--- src/rtl/theta_pkg.sv ---
// Shared constants, FSM state type and small helpers for the theta update datapath.
package theta_pkg;
    localparam int W     = 64;
    localparam int NLANE = 25;
    localparam int NCOL  = 5;

    typedef enum logic [2:0] {IDLE, LOAD_PAR, CALC_D, APPLY, DONE} state_t;

    function automatic logic [W-1:0] rotl1(input logic [W-1:0] v);
        return {v[W-2:0], v[W-1]};
    endfunction

    function automatic logic [2:0] inc5(input logic [2:0] v);
        return (v == 3'd4) ? 3'd0 : v + 3'd1;
    endfunction
endpackage

--- src/rtl/theta_apply_if.sv ---
// Sequencer handshake plus parity/state-lane memory ports of the theta update block.
interface theta_apply_if;
    import theta_pkg::*;

    logic         start;
    logic         ready;
    logic         busy;
    logic [2:0]   par_addr;
    logic [W-1:0] par_data;
    logic [4:0]   lane_rd_addr;
    logic [W-1:0] lane_rd_data;
    logic         lane_wr_en;
    logic [4:0]   lane_wr_addr;
    logic [W-1:0] lane_wr_data;
    logic         par_err;

    modport master (
        output start, par_data, lane_rd_data,
        input  ready, busy, par_addr, lane_rd_addr, lane_wr_en, lane_wr_addr, lane_wr_data, par_err
    );

    modport slave (
        input  start, par_data, lane_rd_data,
        output ready, busy, par_addr, lane_rd_addr, lane_wr_en, lane_wr_addr, lane_wr_data, par_err
    );
endinterface

--- src/rtl/theta_d_gen.sv ---
// Combinational D generation: D[x] = C[x-1] ^ rotl1(C[x+1]), indices mod 5.
module theta_d_gen
    import theta_pkg::*;
(
    input  logic [W-1:0] c [NCOL],
    output logic [W-1:0] d [NCOL]
);
    for (genvar x = 0; x < NCOL; x++) begin : g_col
        assign d[x] = c[(x + 4) % NCOL] ^ rotl1(c[(x + 1) % NCOL]);
    end
endmodule

--- src/rtl/theta_apply.sv ---
// Theta update: load 5 parity lanes, form D, then XOR D[x] into all 25 state lanes.
// Optional recomputed-parity check enabled by defining THETA_PARCHK_EN.
//
// state    | meaning
// IDLE     | waiting for start
// LOAD_PAR | read parity lanes 0..4 into C regs (6 cycles)
// CALC_D   | register D[0..4]
// APPLY    | pipelined read/modify/write of lanes 0..24 (26 cycles)
// DONE     | ready pulse, then back to IDLE
module theta_apply
    import theta_pkg::*;
(
    input  logic         clk,
    input  logic         rst,
    theta_apply_if.slave bus
);
    state_t       state, state_nxt;
    logic [2:0]   ld_cnt;
    logic [4:0]   ap_cnt;
    logic [2:0]   x_cnt;
    logic [W-1:0] c_reg  [NCOL];
    logic [W-1:0] d_reg  [NCOL];
    logic [W-1:0] d_comb [NCOL];
    logic         wr_phase;

    theta_d_gen u_d_gen (.c(c_reg), .d(d_comb));

    always_ff @(posedge clk or posedge rst) begin
        if (rst) state <= IDLE;
        else     state <= state_nxt;
    end

    always_comb begin
        state_nxt = state;
        case (state)
            IDLE:     if (bus.start) state_nxt = LOAD_PAR;
            LOAD_PAR: if (ld_cnt == 3'd5) state_nxt = CALC_D;
            CALC_D:   state_nxt = APPLY;
            APPLY:    if (ap_cnt == 5'(NLANE)) state_nxt = DONE;
            DONE:     state_nxt = IDLE;
            default:  state_nxt = IDLE;
        endcase
    end

    // Write lags read by one cycle; x_cnt follows the write address mod 5.
    assign wr_phase         = (state == APPLY) && (ap_cnt != 5'd0);
    assign bus.busy         = (state != IDLE);
    assign bus.ready        = (state == DONE);
    assign bus.par_addr     = (state == LOAD_PAR && ld_cnt < 3'd5) ? ld_cnt : 3'd0;
    assign bus.lane_rd_addr = (state == APPLY && ap_cnt < 5'(NLANE)) ? ap_cnt : 5'd0;
    assign bus.lane_wr_en   = wr_phase;
    assign bus.lane_wr_addr = wr_phase ? ap_cnt - 5'd1 : 5'd0;
    assign bus.lane_wr_data = wr_phase ? (bus.lane_rd_data ^ d_reg[x_cnt]) : '0;

    always_ff @(posedge clk or posedge rst) begin
        if (rst) begin
            ld_cnt <= '0;
            ap_cnt <= '0;
            x_cnt  <= '0;
            for (int i = 0; i < NCOL; i++) begin
                c_reg[i] <= '0;
                d_reg[i] <= '0;
            end
        end else begin
            case (state)
                IDLE: begin
                    ld_cnt <= '0;
                    ap_cnt <= '0;
                    x_cnt  <= '0;
                end
                LOAD_PAR: begin
                    ld_cnt <= ld_cnt + 3'd1;
                    if (ld_cnt != 3'd0) c_reg[ld_cnt - 3'd1] <= bus.par_data;
                end
                CALC_D: begin
                    for (int i = 0; i < NCOL; i++) d_reg[i] <= d_comb[i];
                end
                APPLY: begin
                    ap_cnt <= ap_cnt + 5'd1;
                    if (wr_phase) x_cnt <= inc5(x_cnt);
                end
                default: ;
            endcase
        end
    end

`ifdef THETA_PARCHK_EN
    logic [W-1:0] acc [NCOL];
    logic         err_q;
    logic         mism;

    always_comb begin
        mism = 1'b0;
        for (int i = 0; i < NCOL; i++) if (acc[i] != c_reg[i]) mism = 1'b1;
    end

    // Accumulates pre-update lanes so the DONE compare sees the parity the C regs claimed.
    always_ff @(posedge clk or posedge rst) begin
        if (rst) begin
            err_q <= 1'b0;
            for (int i = 0; i < NCOL; i++) acc[i] <= '0;
        end else if (state == IDLE && bus.start) begin
            err_q <= 1'b0;
            for (int i = 0; i < NCOL; i++) acc[i] <= '0;
        end else if (wr_phase) begin
            acc[x_cnt] <= acc[x_cnt] ^ bus.lane_rd_data;
        end else if (state == DONE && mism) begin
            err_q <= 1'b1;
        end
    end

    assign bus.par_err = err_q | ((state == DONE) && mism);
`else
    assign bus.par_err = 1'b0;
`endif
endmodule

--- src/flat_wrapper.sv ---
// flat-port wrapper written by rule: the top's interface ports become plain ports
module theta_apply_flat import theta_pkg::*;
  (clk, rst, bus_start, bus_par_data, bus_lane_rd_data, bus_ready, bus_busy, bus_par_addr, bus_lane_rd_addr, bus_lane_wr_en, bus_lane_wr_addr, bus_lane_wr_data, bus_par_err);
  theta_apply_if bus_i ();
  input  logic clk;
  input  logic rst;
  input wire logic [$bits(bus_i.start)-1:0] bus_start;
  input wire logic [$bits(bus_i.par_data)-1:0] bus_par_data;
  input wire logic [$bits(bus_i.lane_rd_data)-1:0] bus_lane_rd_data;
  output wire logic [$bits(bus_i.ready)-1:0] bus_ready;
  output wire logic [$bits(bus_i.busy)-1:0] bus_busy;
  output wire logic [$bits(bus_i.par_addr)-1:0] bus_par_addr;
  output wire logic [$bits(bus_i.lane_rd_addr)-1:0] bus_lane_rd_addr;
  output wire logic [$bits(bus_i.lane_wr_en)-1:0] bus_lane_wr_en;
  output wire logic [$bits(bus_i.lane_wr_addr)-1:0] bus_lane_wr_addr;
  output wire logic [$bits(bus_i.lane_wr_data)-1:0] bus_lane_wr_data;
  output wire logic [$bits(bus_i.par_err)-1:0] bus_par_err;
  assign bus_i.start = bus_start;
  assign bus_i.par_data = bus_par_data;
  assign bus_i.lane_rd_data = bus_lane_rd_data;
  assign bus_ready = bus_i.ready;
  assign bus_busy = bus_i.busy;
  assign bus_par_addr = bus_i.par_addr;
  assign bus_lane_rd_addr = bus_i.lane_rd_addr;
  assign bus_lane_wr_en = bus_i.lane_wr_en;
  assign bus_lane_wr_addr = bus_i.lane_wr_addr;
  assign bus_lane_wr_data = bus_i.lane_wr_data;
  assign bus_par_err = bus_i.par_err;
  theta_apply u_core (.clk(clk), .rst(rst), .bus(bus_i));
endmodule
--- config.mk ---
export PLATFORM = sky130hd
export DESIGN_NAME = theta_apply_flat
export DESIGN_NICKNAME = d
export VERILOG_FILES = /design/src/rtl/theta_pkg.sv /design/src/rtl/theta_apply_if.sv /design/src/rtl/theta_d_gen.sv /design/src/rtl/theta_apply.sv /design/src/flat_wrapper.sv
export SDC_FILE = /design/constraint.sdc
export NUM_CORES = 1
export LEC_CHECK = 0
export BUFFER_PORTS_ARGS = -buffer_cell sky130_fd_sc_hd__buf_2
export CELL_PAD_IN_SITES_DETAIL_PLACEMENT = 1
export CELL_PAD_IN_SITES_GLOBAL_PLACEMENT = 2
export CORE_ASPECT_RATIO = 2
export CORE_MARGIN = 1
export CORE_UTILIZATION = 41
export DETAILED_ROUTE_END_ITERATION = 10
export GPL_ROUTABILITY_DRIVEN = 0
export PLACE_DENSITY_LB_ADDON = 0.1
export SYNTH_ARGS = -nofsm -noshare
export SYNTH_HDL_FRONTEND = slang
export SYNTH_SLANG_ARGS = --single-unit
--- constraint.sdc ---
create_clock -name clk -period 31.1 [get_ports clk]
set_input_delay 6.22 -clock clk [delete_from_list [all_inputs] [get_ports clk]]
set_output_delay 6.22 -clock clk [all_outputs]
set_load 0.1 [all_outputs]
## Word level (Yosys, flattened, before mapping)

Index checks and enable logic that the tools add are counted.

| word-level totals | value |
|---|---|
| word-level logic and storage cells | 75 |
| memory bits (read-only) | 0 |
| input port bits | 131 |
| output and inout port bits | 81 |
| memories | 0 |
| bits in latches | 0 |
| RAM bits | 0 |
| bits in registers | 654 |

| operators by class | value |
|---|---|
| shift-type cells | 0 |
| mux-type cells | 19 |
| div/mod/pow operators | 0 |
| multipliers | 0 |
| $add $sub $neg | 5 |
| equality and inequality tests | 11 |
| magnitude comparators | 5 |
| bitwise logic cells | 8 |
| reduce and logical (&&, ||, !) cells | 13 |

Operator list:

| operator | number |
|---|---|
| $xor 64x64->64 | 6 |
| $bwmux 320 | 1 |
| $mux 64 | 4 |
| $bmux 64 s3 | 1 |
| $demux 64 s3 | 1 |
| $mux 3 | 6 |
| $pmux 3 s2 | 2 |
| $pmux 3 s4 | 1 |
| $mux 5 | 2 |
| $pmux 5 s2 | 1 |
| $eq 3x3->1 const B | 3 |
| $ge 4x4->1 const B | 2 |
| $not 3->4 | 2 |
| $add 3x1->3 const B | 2 |
| $eq 3x2->1 const B | 2 |
| $ne 2x1->1 const B | 3 |
| $reduce_bool 3->1 | 2 |
| $add 5x1->5 const B | 1 |
| $eq 5x5->1 const B | 1 |
| $lt 5x5->1 const B | 1 |
| $reduce_bool 5->1 | 1 |
| $sub 5x1->5 const B | 1 |
| $logic_and 1x1->1 | 4 |
| $lt 4x1->1 const B | 1 |
| 8 further kinds | 10 |

## Depth between registers and ports, before layout

| logic depth | value |
|---|---|
| depth in word-level cells | 7 |
| mapped depth | 10 |
| gate-level depth less buffers | 7 |

## Hierarchy

Synthesis repeated with hierarchy kept, for this count alone.

| unflattened totals | value |
|---|---|
| cell total of the unflattened synthesis | 2297 |
| area, all modules | 31012.2 sq um |

Modules (own cells, without submodules):

| module | area an instance (sq um) | sequential area each (sq um) | cells an instance | instances |
|---|---|---|---|---|
| theta_apply | 28209.6 | 16365.7 | 1977 | 1 |
| theta_d_gen | 2802.7 | 0.0 | 320 | 1 |

## Least setup slack after synthesis

OpenSTA, ideal clock, no wires.

| timing | value |
|---|---|
| path kind | input to output |
| from | input bus_lane_rd_data[0] |
| to | output bus_lane_wr_data[0] |
| arrival | 7.119 ns |
| required time | 24.880 ns |
| slack | 17.761 ns |
| cell stages on the path | 2 |
| path buffers | 0 |
| cell sequence | a211o_1 -> nand2_1 |

| between the ends | value |
|---|---|
| cells in the longest elaborated chain, start to end | 2 |

RTL lines:

| element | RTL line | source |
|---|---|---|
| from (decl) | flat_wrapper.sv:9 | `input wire logic [$bits(bus_i.lane_rd_data)-1:0] bus_lane_rd_data;` |
| $xor 64x64->64 | theta_apply.sv:53 | `assign bus.lane_wr_data = wr_phase ? (bus.lane_rd_data ^ d_reg[x_cnt]) : '0;` |
| $mux 64 | theta_apply.sv:53 |  |
| to (decl) | flat_wrapper.sv:16 | `output wire logic [$bits(bus_i.lane_wr_data)-1:0] bus_lane_wr_data;` |

Every way passes these cells.

## Worst setup path in the final report

| timing | value |
|---|---|
| from | input bus_lane_rd_data[40] |
| to | output bus_lane_wr_data[40] |

The elaborated chain is that of the path after synthesis.

==> flow_summary.toml <==
[outcome]
status = "completed"

[route]
wl_um = 85000
detail_route.wl_per_cell_um = 22.6
drt_pass1_iterations = 5
drt_iter0_drc = 944
drc = 0
vias = 20600
postRouteAntennaNets = 0
vias_per_cell = 5.48

[grt]
track_usage_pct = 22.8
grt_max_degree = 226
antenna_found_initial = 13
grt_pass1_vias = 22200
grt_first_pass_wirelength_um = 133000
grt-ovfl-total = 0

[synth]
seq_area_frac_synth_pct = 53.4
yosysUniqueCellTypes = 45
syn_inst = 2644
yosysMostFrequentCell = "dfrtp_1"
yosysTopAreaCellShare_pct = 53.4
synth_edf_count = 0
synthArstFlopShare_pct = 100
yosysWarnings = 0
synth.top_cells.by_area = "dfrtp_1 53%, mux2_2 14%, xnor2_1 9.2%, a21oi_1 5.4%, nor2_1 4.0%"
synth.cell_area_sq_um = 30600
synth_common_cells = "654 x dfrtp_1, 379 x mux2_2, 330 x nor2_1"
synth-main-ff-cell = "dfrtp_1"
synth_top_area_cell = "dfrtp_1"
syn_area_per_cell_sq_um = 11.6
ys_seq_elements = 654
syn-num-nets = 2784

[cts]
cts_tree = "built"
cts_hold_buf = 0
cts_resized = 0
clkTransAtPathRegs_ps = 60
numClockSinks = 654
numCtsBuffers = 59
cts-root-buf = "clkbuf_16"
h-tree-depth = 2
clock_path_buffers = 3
clk_latency_ps = 620
postCtsSetupBuffers = 0

[sta]
final.setup.tns_ps = 0
timing.final.crit_share_pct = 43.1
slew_violations = 0
fin_crit_ps = 13420
tightestPinTransition_ps = 1120
hold_viol = 0
setup_viol = 0
fmax_mhz = 74.5
hold_ws_ps = 524
rsz0062_at_grt = "false"
skew_ps = 21.7
slew_headroom_pct = 25.2

[setup_path]
slowest_stage = "buf_2"
start_kind = "input port"
crit_buf_inv = 2
worstSetupEndpointType = "output pin"
r2r_setup_slack_ps = 27160
critPathKind = "in2out"
critPathTopFamily = "buffers and inverters"
cp.arrival_ps = 7200
worstPathMaxFanout = 2
crit_path_cell_trace = "buf_2 -> a211o_1 -> nand2_1 -> buf_2"
cp.required_ps = 24880
max_stage_delay_ps = 460
path_common_cell = "buf_2"

[final_layout]
regArea_sq_um = 16400
multiInputGateArea_sq_um = 13500
final_nets = 2921
syn2layout_area_growth_pct = 11.9
drive_gt1_share_pct = 27.5
fill_cells = 7894

[floorplanning]
start_util_pct = 41.4
dieWidth_um = 195
row_count = 141
core-area_sq_um = 73900
die_area_sq_um = 75900
io_pins = 212
die_y_um = 388

[pwr]
power_leakage_nw = 14.5
ir_drop_v = 0.0000635
power.density_nw_per_um2 = 124

[worst_hold_path]
hp-class = "reg2reg"

[placement]
port_buffers = 210
place.detailed.hpwl_um = 54500

[run]
max_cap_viol_count = 0
==> where the power goes <==
part           switching, mW  internal, mW  total [mW]
Clock                  0.323         0.417       0.740
Combinational          0.952         0.837        1.79
Sequential             0.417          1.29        1.71
Total                   1.69          2.54        4.24
==> final cells by class <==
type | instances | share of cell area (%)
flip-flops and latches | 654 | 47.8
multi-input cells | 1818 | 39.3
clock buffers | 87 | 4.96
repair buffers | 237 | 3.77
well taps | 929 | 3.39
clock inverters | 16 | 0.610
inverters | 11 | 0.146
diodes | 2 | 0.0146
==> worst register-to-register path, delay by kind of cell (launching register included) <==
family,cells,cell delay [ps]
flops,1,570
simple gates,1,310
compound gates,1,260
buf+inv,3,2630
==> final timing paths <==
| check | start | cells after the start | endpoint |
|---|---|---|---|
| max | bus_lane_rd_data[40] | 4 | bus_lane_wr_data[40] |
| min in group asynchronous | rst | 2 | u_core.d_reg[106] |
| max in group asynchronous | rst | 5 | u_core.d_reg[274] |
| min reg2reg | u_core.d_reg[132] | 2 | u_core.d_reg[132] |
| min | u_core.d_reg[132] | 2 | u_core.d_reg[132] |
| max reg2reg | u_core.state[1] | 5 | u_core.d_reg[162] |
==> per-stage QoR <==
stage | power [mW] | worst slack, ps | utilization (%) | cells | cell area (sq um)
3_3_place_gp | 3.44 | 17670 | 43.8 | 3649 | 32400
6_report | 4.24 | 17680 | 46.4 | 3754 | 34300
2_1_floorplan | 3.06 | 6550 | - | 2644 | 30600
3_5_place_dp | 3.53 | 17680 | 43.8 | 3649 | 32400
4_1_cts | 4.30 | 17680 | 46.4 | 3752 | 34300
5_1_grt | 4.52 | 17660 | 46.4 | 3752 | 34300
==> cells in the final DEF, fill, tap and decap left out, types with 4 or more instances in the layout <==
master,netlist,routed
a211o_1,64,64
a21oi_1,328,328
a22oi_1,64,64
and3_1,4,4
buf_2,47,210
buf_4,1,24
bufinv_16,0,5
clkbuf_1,100,16
clkbuf_16,0,59
clkbuf_8,0,12
clkinv_2,0,11
dfrtp_1,654,653
ha_1,9,9
inv_1,11,9
mux2_1,10,10
mux2_2,379,379
mux2_4,60,60
nand2_1,137,137
nand3_1,5,4
nand4_1,66,66
nor2_1,330,329
o21ai_0,9,9
xnor2_1,321,321
==> cells by family after synthesis <==
family,Yosys count,share of synthesized area (%)
compound gates,471,9.08
xor+xnor,322,9.21
fa+ha+maj,9,0.368
buf+inv,172,2.68
flops,654,53.4
mux,451,17.3
other cells,1,0.0122
simple gates,564,7.89
==> routing by layer <==
| layer | track usage (%) | wire length, um | up-vias |
|---|---|---|---|
| met5 | 0 | 138 | - |
| met4 | 6.00 | 1990 | 22 |
| met1 | 28.2 | 34900 | 10600 |
| met3 | 2.93 | 2750 | 134 |
| met2 | 41.3 | 45200 | 345 |
| li1 | - | - | 9447 |
Note: power is estimated with default switching activity, not from simulation.
